<file path="src/rtl/regfile_wb_if.sv">
// regfile_wb_if: decode/writeback-side bundle for the register file.
//   ra1, ra2  : read indices                 (master -> slave)
//   rd1, rd2  : combinational read data      (slave -> master)
//   we, wa, wd: writeback enable/index/data  (master -> slave)
//   sb_set, sb_addr : mark a register pending (master -> slave)
//   busy1, busy2    : read index is pending and not written this cycle
//   pend_cnt        : registered count of pending registers
interface regfile_wb_if #(
    parameter int unsigned DATA_W = 32,
    parameter int unsigned ADDR_W = 5
);
    logic [ADDR_W-1:0] ra1;
    logic [ADDR_W-1:0] ra2;
    logic [DATA_W-1:0] rd1;
    logic [DATA_W-1:0] rd2;
    logic              we;
    logic [ADDR_W-1:0] wa;
    logic [DATA_W-1:0] wd;
    logic              sb_set;
    logic [ADDR_W-1:0] sb_addr;
    logic              busy1;
    logic              busy2;
    logic [ADDR_W:0]   pend_cnt;

    modport master (
        output ra1, ra2, we, wa, wd, sb_set, sb_addr,
        input  rd1, rd2, busy1, busy2, pend_cnt
    );

    modport slave (
        input  ra1, ra2, we, wa, wd, sb_set, sb_addr,
        output rd1, rd2, busy1, busy2, pend_cnt
    );
endinterface

</file>
<file path="src/rtl/regfile_wb.sv">
// regfile_wb: writeback-side MIPS register file with two combinational
// read ports, write-to-read bypass and a per-register pending scoreboard.
//   clk   : rising-edge clock
//   rst_n : asynchronous active-low reset
//   bus   : regfile_wb_if.slave (read ports, writeback, scoreboard, status)
// Register 0 always reads 0 and is never written or marked pending.
module regfile_wb #(
    parameter int unsigned DATA_W = 32,
    parameter int unsigned ADDR_W = 5
) (
    input  logic         clk,
    input  logic         rst_n,
    regfile_wb_if.slave  bus
);
    localparam int unsigned DEPTH = 2 ** ADDR_W;

    logic [DATA_W-1:0] r_mem [DEPTH];
    logic [DEPTH-1:0]  r_sb;
    logic [ADDR_W:0]   r_pend_cnt;

    logic [DEPTH-1:0]  w_sb_next;
    logic [ADDR_W:0]   w_pend_cnt_next;
    logic              w_wr_en;
    logic [DATA_W-1:0] w_rd1;
    logic [DATA_W-1:0] w_rd2;
    logic              w_busy1;
    logic              w_busy2;

    assign w_wr_en = bus.we && (bus.wa != '0);

    // Clear by writeback first, then set by issue: a same-cycle set wins.
    always_comb begin
        w_sb_next = r_sb;
        if (w_wr_en)
            w_sb_next[bus.wa] = 1'b0;
        if (bus.sb_set && (bus.sb_addr != '0))
            w_sb_next[bus.sb_addr] = 1'b1;
        w_sb_next[0] = 1'b0;
    end

    always_comb begin
        w_pend_cnt_next = '0;
        for (int unsigned i = 0; i < DEPTH; i++)
            w_pend_cnt_next = w_pend_cnt_next + {{ADDR_W{1'b0}}, w_sb_next[i]};
    end

    always_ff @(posedge clk or negedge rst_n) begin
        if (!rst_n) begin
            for (int unsigned i = 0; i < DEPTH; i++)
                r_mem[i] <= '0;
        end else if (w_wr_en) begin
            r_mem[bus.wa] <= bus.wd;
        end
    end

    always_ff @(posedge clk or negedge rst_n) begin
        if (!rst_n) begin
            r_sb       <= '0;
            r_pend_cnt <= '0;
        end else begin
            r_sb       <= w_sb_next;
            r_pend_cnt <= w_pend_cnt_next;
        end
    end

    // Reads bypass the in-flight writeback; a bypassed read is never busy.
    always_comb begin
        w_rd1 = '0;
        if (bus.ra1 != '0) begin
            if (bus.we && (bus.wa == bus.ra1))
                w_rd1 = bus.wd;
            else
                w_rd1 = r_mem[bus.ra1];
        end
    end

    always_comb begin
        w_rd2 = '0;
        if (bus.ra2 != '0) begin
            if (bus.we && (bus.wa == bus.ra2))
                w_rd2 = bus.wd;
            else
                w_rd2 = r_mem[bus.ra2];
        end
    end

    assign w_busy1 = (bus.ra1 != '0) && r_sb[bus.ra1] && !(bus.we && (bus.wa == bus.ra1));
    assign w_busy2 = (bus.ra2 != '0) && r_sb[bus.ra2] && !(bus.we && (bus.wa == bus.ra2));

    assign bus.rd1      = w_rd1;
    assign bus.rd2      = w_rd2;
    assign bus.busy1    = w_busy1;
    assign bus.busy2    = w_busy2;
    assign bus.pend_cnt = r_pend_cnt;
endmodule

</file>
<file path="src/flat_wrapper.sv">
// flat-port wrapper written by rule: the top's interface ports become plain ports
module regfile_wb_flat 
#(
    parameter int unsigned DATA_W = 32,
    parameter int unsigned ADDR_W = 5
)
  (clk, rst_n, bus_ra1, bus_ra2, bus_we, bus_wa, bus_wd, bus_sb_set, bus_sb_addr, bus_rd1, bus_rd2, bus_busy1, bus_busy2, bus_pend_cnt);
  regfile_wb_if #(.DATA_W(DATA_W), .ADDR_W(ADDR_W)) bus_i ();
  input  logic clk;
  input  logic rst_n;
  input wire logic [$bits(bus_i.ra1)-1:0] bus_ra1;
  input wire logic [$bits(bus_i.ra2)-1:0] bus_ra2;
  input wire logic [$bits(bus_i.we)-1:0] bus_we;
  input wire logic [$bits(bus_i.wa)-1:0] bus_wa;
  input wire logic [$bits(bus_i.wd)-1:0] bus_wd;
  input wire logic [$bits(bus_i.sb_set)-1:0] bus_sb_set;
  input wire logic [$bits(bus_i.sb_addr)-1:0] bus_sb_addr;
  output wire logic [$bits(bus_i.rd1)-1:0] bus_rd1;
  output wire logic [$bits(bus_i.rd2)-1:0] bus_rd2;
  output wire logic [$bits(bus_i.busy1)-1:0] bus_busy1;
  output wire logic [$bits(bus_i.busy2)-1:0] bus_busy2;
  output wire logic [$bits(bus_i.pend_cnt)-1:0] bus_pend_cnt;
  assign bus_i.ra1 = bus_ra1;
  assign bus_i.ra2 = bus_ra2;
  assign bus_i.we = bus_we;
  assign bus_i.wa = bus_wa;
  assign bus_i.wd = bus_wd;
  assign bus_i.sb_set = bus_sb_set;
  assign bus_i.sb_addr = bus_sb_addr;
  assign bus_rd1 = bus_i.rd1;
  assign bus_rd2 = bus_i.rd2;
  assign bus_busy1 = bus_i.busy1;
  assign bus_busy2 = bus_i.busy2;
  assign bus_pend_cnt = bus_i.pend_cnt;
  regfile_wb #(.DATA_W(DATA_W), .ADDR_W(ADDR_W)) u_core (.clk(clk), .rst_n(rst_n), .bus(bus_i));
endmodule
</file>
<file path="config.mk">
export PLATFORM = sky130hd
export DESIGN_NAME = regfile_wb_flat
export DESIGN_NICKNAME = d
export VERILOG_FILES = /design/src/rtl/regfile_wb_if.sv /design/src/rtl/regfile_wb.sv /design/src/flat_wrapper.sv
export SDC_FILE = /design/constraint.sdc
export NUM_CORES = 2
export LEC_CHECK = 0
export CORE_ASPECT_RATIO = 1.1
export CORE_UTILIZATION = 57
export DETAILED_ROUTE_END_ITERATION = 8
export PLACE_DENSITY = 0.8
export SKIP_CTS_REPAIR_TIMING = 1
export SLEW_MARGIN = 20
export SYNTH_ARGS = -nofsm -noshare
export SYNTH_HDL_FRONTEND = slang
export SYNTH_SLANG_ARGS = --single-unit
</file>
<file path="constraint.sdc">
create_clock -name clk -period 5.23 [get_ports clk]
set_input_delay 1.046 -clock clk [delete_from_list [all_inputs] [get_ports clk]]
set_output_delay 1.046 -clock clk [all_outputs]
set_load 0.01 [all_outputs]
</file>
# Yosys cells after proc, flatten, opt, wreduce, memory -nomap -nowiden
# Index checks and enable logic that the tools add are counted.
[word_totals]
ff_bits = 1061
wordCells = 122
[classes]
add_sub_neg = 30
n_lt_le_gt_ge = 10
eq_ne = 2
n_mux = 23
n_bitwise = 6
reduce_logical = 17
[ops]
columns = ["operator", "n"]
rows = [
  ["$bwmux W1024", 1],
  ["$mux W32", 11],
  ["$bmux W32 S5", 2],
  ["$add A6 B1 Y6", 29],
  ["$demux W32 S5", 1],
  ["$and A32 B32 Y32", 1],
  ["$not A32 Y32", 1],
  ["$or A32 B32 Y32", 1],
  ["$lt A5 B6 Y1 const B", 4],
  ["$reduce_bool A5 Y1", 4],
  ["$ge A6 B6 Y1 const B", 3],
  ["$not A5 Y6", 3],
  ["$logic_and A1 B1 Y1", 11],
  ["$bmux W1 S5", 2],
  ["$demux W1 S5", 2],
  ["$eq A5 B5 Y1", 2],
  ["$ge A5 B1 Y1 const B", 2],
  ["$lt A6 B1 Y1 const B", 1],
  ["$mux W1", 4],
  ["$add A1 B1 Y2", 1],
  ["$logic_not A1 Y1", 2],
]

# Longest topological paths before layout
[logic_depth]
depth_word = 39
ltp_mapped = 24
ltp_nobuf = 21

# Least setup slack after synthesis
# No wires, ideal clock.
[synth_path]
path_type = "input-to-reg"
start = "input bus_wa[0]"
end = "register u_core.r_pend_cnt[4], in the netlist u_core.bus.pend_cnt[4]"
setup_time_ns = 0.080
arrival_time_ns = 6.592
required_time_ns = 5.150
slack_ns = -1.442
path_stages = 23
n_path_buf = 3
cell_sequence = "buf_2 > nor2b_1 > and2_1 > clkbuf_1 > nand2_1 > buf_2 > a22o_1 > ha_1 > inv_1 > fa_1 > inv_1 > fa_1 > fa_1 > fa_1 > inv_1 > fa_1 > inv_1 > fa_1 > ha_1 > fa_1 > a21o_1 > a21oi_1 > xnor2_1"
[synth_between]
elab_chain_len = 39
elab_cells_between_ends = 42
classes_between = "30 x add/sub; 2 x order compare; 4 x mux; 3 x bitwise; 3 x reduce/logical"
[synth_lines]
columns = ["element", "line", "text"]
rows = [
  ["start: declaration", "flat_wrapper.sv:14", "input wire logic [$bits(bus_i.wa)-1:0] bus_wa;"],
  ["$lt A5 B6 Y1 (implied by the code) / $ge A5 B1 Y1 (equally long branches)", "regfile_wb.sv:35", "w_sb_next[bus.wa] = 1'b0;"],
  ["$logic_and A1 B1 Y1 (implied by the code)", "regfile_wb.sv:35", ""],
  ["$mux W1 (implied by the code)", "regfile_wb.sv:35", ""],
  ["$demux W1 S5", "--", ""],
  ["$not A32 Y32 (no source line)", "--", ""],
  ["$and A32 B32 Y32 (no source line)", "--", ""],
  ["$mux W32 *", "regfile_wb.sv:34", "if (w_wr_en)"],
  ["$or A32 B32 Y32 (no source line)", "--", ""],
  ["$mux W32 *", "regfile_wb.sv:36", "if (bus.sb_set && (bus.sb_addr != '0))"],
  ["net u_core.w_sb_next[1]", "regfile_wb.sv:21", "logic [DEPTH-1:0] w_sb_next;"],
  ["$add A1 B1 Y2 *", "regfile_wb.sv:44", "w_pend_cnt_next = w_pend_cnt_next + {{ADDR_W{1'b0}}, w_sb_next[i]};"],
  ["$add A6 B1 Y6 * (29 in series)", "regfile_wb.sv:44", ""],
  ["net u_core.w_pend_cnt_next[4]", "regfile_wb.sv:22", "logic [ADDR_W:0] w_pend_cnt_next;"],
  ["end signal: assignment", "regfile_wb.sv:62", "r_pend_cnt <= w_pend_cnt_next;"],
  ["end: declaration", "regfile_wb.sv:19", "logic [ADDR_W:0] r_pend_cnt;"],
]
# The timed path passes the listed nets; every way through them passes the cells marked *.
# A chain may end at the register's enable or synchronous reset.

# Worst setup path after layout
[layout_path]
start = "input bus_wa[4]"
end = "register u_core.r_pend_cnt[4], in the netlist u_core.bus.pend_cnt[4]"
# The elaborated chain is that of the path after synthesis.

==> flow_metrics.env <==
export IMPL_critPathSlowestCell="fa_1"
export IMPL_wl_microns=182000
export IMPL_place_hpwl_microns=106000
export IMPL_netlist_instances=3965
export IMPL_critical_path_top_delay_family="adder cells"
export IMPL_clkLatencyLatePin_ns=0.69
export IMPL_numPortBuffers=127
export IMPL_antenna_found_initial=12
export IMPL_min_delay_path_class="flip-flop to flip-flop"
export IMPL_setup_viol=5
export IMPL_tritoncts="yes"
export IMPL_cts_root_buffer="clkbuf_16"
export IMPL_async_flop_share=1.00
export IMPL_crit_top_cell="fa_1"
export IMPL_fin_ws_ns=-0.571
export IMPL_ys_warn_count=0
export IMPL_layout_commonest_cell="dfrtp_1"
export IMPL_drv_slew=0
export IMPL_start_util=0.574
export IMPL_synth_area_sq_mm=0.0577
export IMPL_violations="setup timing"
export IMPL_cts_buffers=109
export IMPL_status="complete, but fails checks"
export IMPL_synth_edf_count=0
export IMPL_syn_to_final_growth_pct=13.6
export IMPL_io_pins=128
export IMPL_synth_avg_cell_area_sq_um=14.5
export IMPL_via_per_inst=7.24
export IMPL_path_class="primary input to flip-flop"
export IMPL_grt_usage=0.362
export IMPL_crit_arrival_ns=6.41
export IMPL_synth_nets=4053
export IMPL_path_buf_inv=7
export IMPL_cp_cell_sequence="buf_6 > buf_12 > nor3_4 > buf_6 > nand2_4 > a32o_2 > ha_4 > inv_2 > fa_1 > inv_1 > fa_1 > fa_1 > fa_1 > inv_2 > fa_1 > inv_2 > fa_2 > ha_4 > fa_2 > a21o_1 > a21oi_2 > xnor2_1"
export IMPL_gp_congestion=0.935
export IMPL_cp_required_ns=5.84
export IMPL_grt_max_degree=133
export IMPL_rows=122
export IMPL_firstDrtPassIters=6
export IMPL_hold_viol_final=0
export IMPL_via_count=39400
export IMPL_finClkSkew_ns=0.0122
export IMPL_rsz0062_at_grt="true"
export IMPL_hold_ws_ns=0.394
export IMPL_yosysSeqAreaShare=0.460
export IMPL_cts_max_level=3
export IMPL_max_freq_mhz=172
export IMPL_grt_first_pass_wirelength_microns=271000
export IMPL_drive_gt1_frac=0.497
export IMPL_maxSlewHeadroom=0.268
export IMPL_min_period_ns=5.80
export IMPL_fp_dieW_microns=305
export IMPL_ys_flop_type="dfrtp_1"
export IMPL_crit_fanout=4
export IMPL_p_leak_nw=28.7
export IMPL_yosysUniqueCellTypes=68
export IMPL_tightest_slew_ns=1.10
export IMPL_max_stage_delay_ns=0.57
export IMPL_core_sq_mm=0.100
export IMPL_cp_end_kind="flip-flop"
export IMPL_vdd_drop_max_v=0.00133
export IMPL_cap_violations=0
export IMPL_drt_drc_violations_left=0
export IMPL_layout_nets=4125
export IMPL_drtAntennaViolNets=0
export IMPL_path_clk_slew_ns=0.06
export IMPL_die_height_microns=336
export IMPL_grt_ovfl_total=0
export IMPL_mostFrequentLayoutCells="dfrtp_1, mux2_2, mux4_2"
export IMPL_grt_pass1_vias=40500
export IMPL_routedWlPerCell_microns=33.5
export IMPL_cts_buffer_depth=3
export IMPL_startpoint_type="primary input"
export IMPL_power_density_mw_per_mm2=433
export IMPL_cts_sinks=1061
export IMPL_dieArea_sq_mm=0.102
export IMPL_fin_crit_sh=1.11
export IMPL_drt_iter0_drc=4512
export IMPL_tns_ns=-2.22
export IMPL_yosys_register_bits=1061
==> synthesized netlist by cell type, drive strengths merged, types with 3 or more instances <==
master | n | share of area
a21o | 7 | 0.00091
o22a | 10 | 0.0015
o211ai | 3 | 0.00039
a21oi | 23 | 0.0020
nor3 | 34 | 0.0030
nor4b | 4 | 0.00072
and2 | 6 | 0.00065
xnor2 | 12 | 0.0018
buf | 239 | 0.025
a32o | 6 | 0.0010
dfrtp | 1061 | 0.46
o21ai | 51 | 0.0044
ha | 9 | 0.0020
nand2b | 6 | 0.00065
o311ai | 13 | 0.0020
o22ai | 73 | 0.0079
nand4 | 4 | 0.00043
a211o | 4 | 0.00061
inv | 55 | 0.0036
nor2 | 79 | 0.0051
nor2b | 17 | 0.0018
clkbuf | 204 | 0.013
or2 | 10 | 0.0011
nand3b | 6 | 0.00085
a2111oi | 3 | 0.00046
nand3 | 42 | 0.0036
a211oi | 59 | 0.0077
mux4 | 472 | 0.18
o221ai | 13 | 0.0020
a221oi | 25 | 0.0040
a22oi | 54 | 0.0070
and3 | 5 | 0.00054
nor3b | 4 | 0.00061
nand2 | 97 | 0.0063
a22o | 62 | 0.0094
mux2 | 1018 | 0.20
nor4 | 3 | 0.00059
fa | 23 | 0.0080
mux2i | 127 | 0.022
==> final cells by class <==
type	count	area, sq um
fill	6898	35000
multi-input combinational	2404	29000
sequential	1061	26600
timing repair buffer	404	4070
clock buffer	158	3230
tap	1302	1630
clock inverter	48	757
inverter	57	214
antenna	7	17.5
==> cells by family (layout without fill, tap and decap cells) <==
| kind of cell | count (synthesis) | in the layout | share of synthesized area |
|---|---|---|---|
| mux | 1617 | 1617 | 0.405 |
| flops | 1061 | 1061 | 0.460 |
| buf+inv | 500 | 667 | 0.0423 |
| compound gates | 420 | 420 | 0.0534 |
| simple gates | 322 | 322 | 0.0267 |
| fa+ha+maj | 32 | 32 | 0.00994 |
| xor+xnor | 13 | 13 | 0.00197 |
| other cells | 0 | 7 | 0 |
==> worst paths after layout <==
path                            slack (ns)          startpoint                      to  cells past startpoint
worst min-delay path                  0.39  u_core.r_mem[1014]      u_core.r_mem[1014]                      0
worst max-delay path                 -0.57           bus_wa[4]  u_core.bus.pend_cnt[4]                     22
worst min register to register        0.39  u_core.r_mem[1014]      u_core.r_mem[1014]                      0
min in group asynchronous             0.43               rst_n         u_core.r_sb[27]                      1
max in group asynchronous             3.45               rst_n       u_core.r_mem[737]                      2
worst max register to register       -0.08      u_core.r_sb[2]  u_core.bus.pend_cnt[4]                     17
==> per-stage QoR <==
stage / instances / util / worst slack [ns] / instance area [sq um] / power (W)
2_1_floorplan: 3965 / - / -1.00 / 57800 / 0.0167
3_3_place_gp: 5222 / 0.610 / -1.41 / 61300 / 0.0191
3_5_place_dp: 5222 / 0.610 / -1.50 / 61300 / 0.0195
4_1_cts: 5428 / 0.650 / -0.782 / 65300 / 0.0280
5_1_grt: 5439 / 0.652 / -0.705 / 65500 / 0.0297
6_report: 5441 / 0.652 / -0.571 / 65500 / 0.0284
==> worst reg2reg max path, stage by stage, from the launching register on <==
cell,delay (ns)
dfrtp_1,0.44
a32o_2,0.29
ha_4,0.27
inv_2,0.03
fa_1,0.55
inv_1,0.06
fa_1,0.49
fa_1,0.45
fa_1,0.57
inv_2,0.04
fa_1,0.52
inv_2,0.05
fa_2,0.48
ha_4,0.19
fa_2,0.35
a21o_1,0.20
a21oi_2,0.14
xnor2_1,0.12
==> routing by layer <==
layer,GRT usage,share of wire,vias up
met5,0,0.00025,-
met2,0.575,0.47,2518
met4,0.213,0.066,8
li1,-,-,15500
met3,0.0906,0.10,695
met1,0.453,0.36,20700
==> power by group <==
part	switching, W	internal (W)
Combinational	0.00372	0.00499
Sequential	0.00121	0.00986
Clock	0.00349	0.00510
==> state kept, by name, indices dropped and copies added, names as in the netlist <==
name	flops
u_core.r_sb	31
u_core.r_mem	1024
u_core.bus.pend_cnt	6
Note: power is estimated with default switching activity, not from simulation.
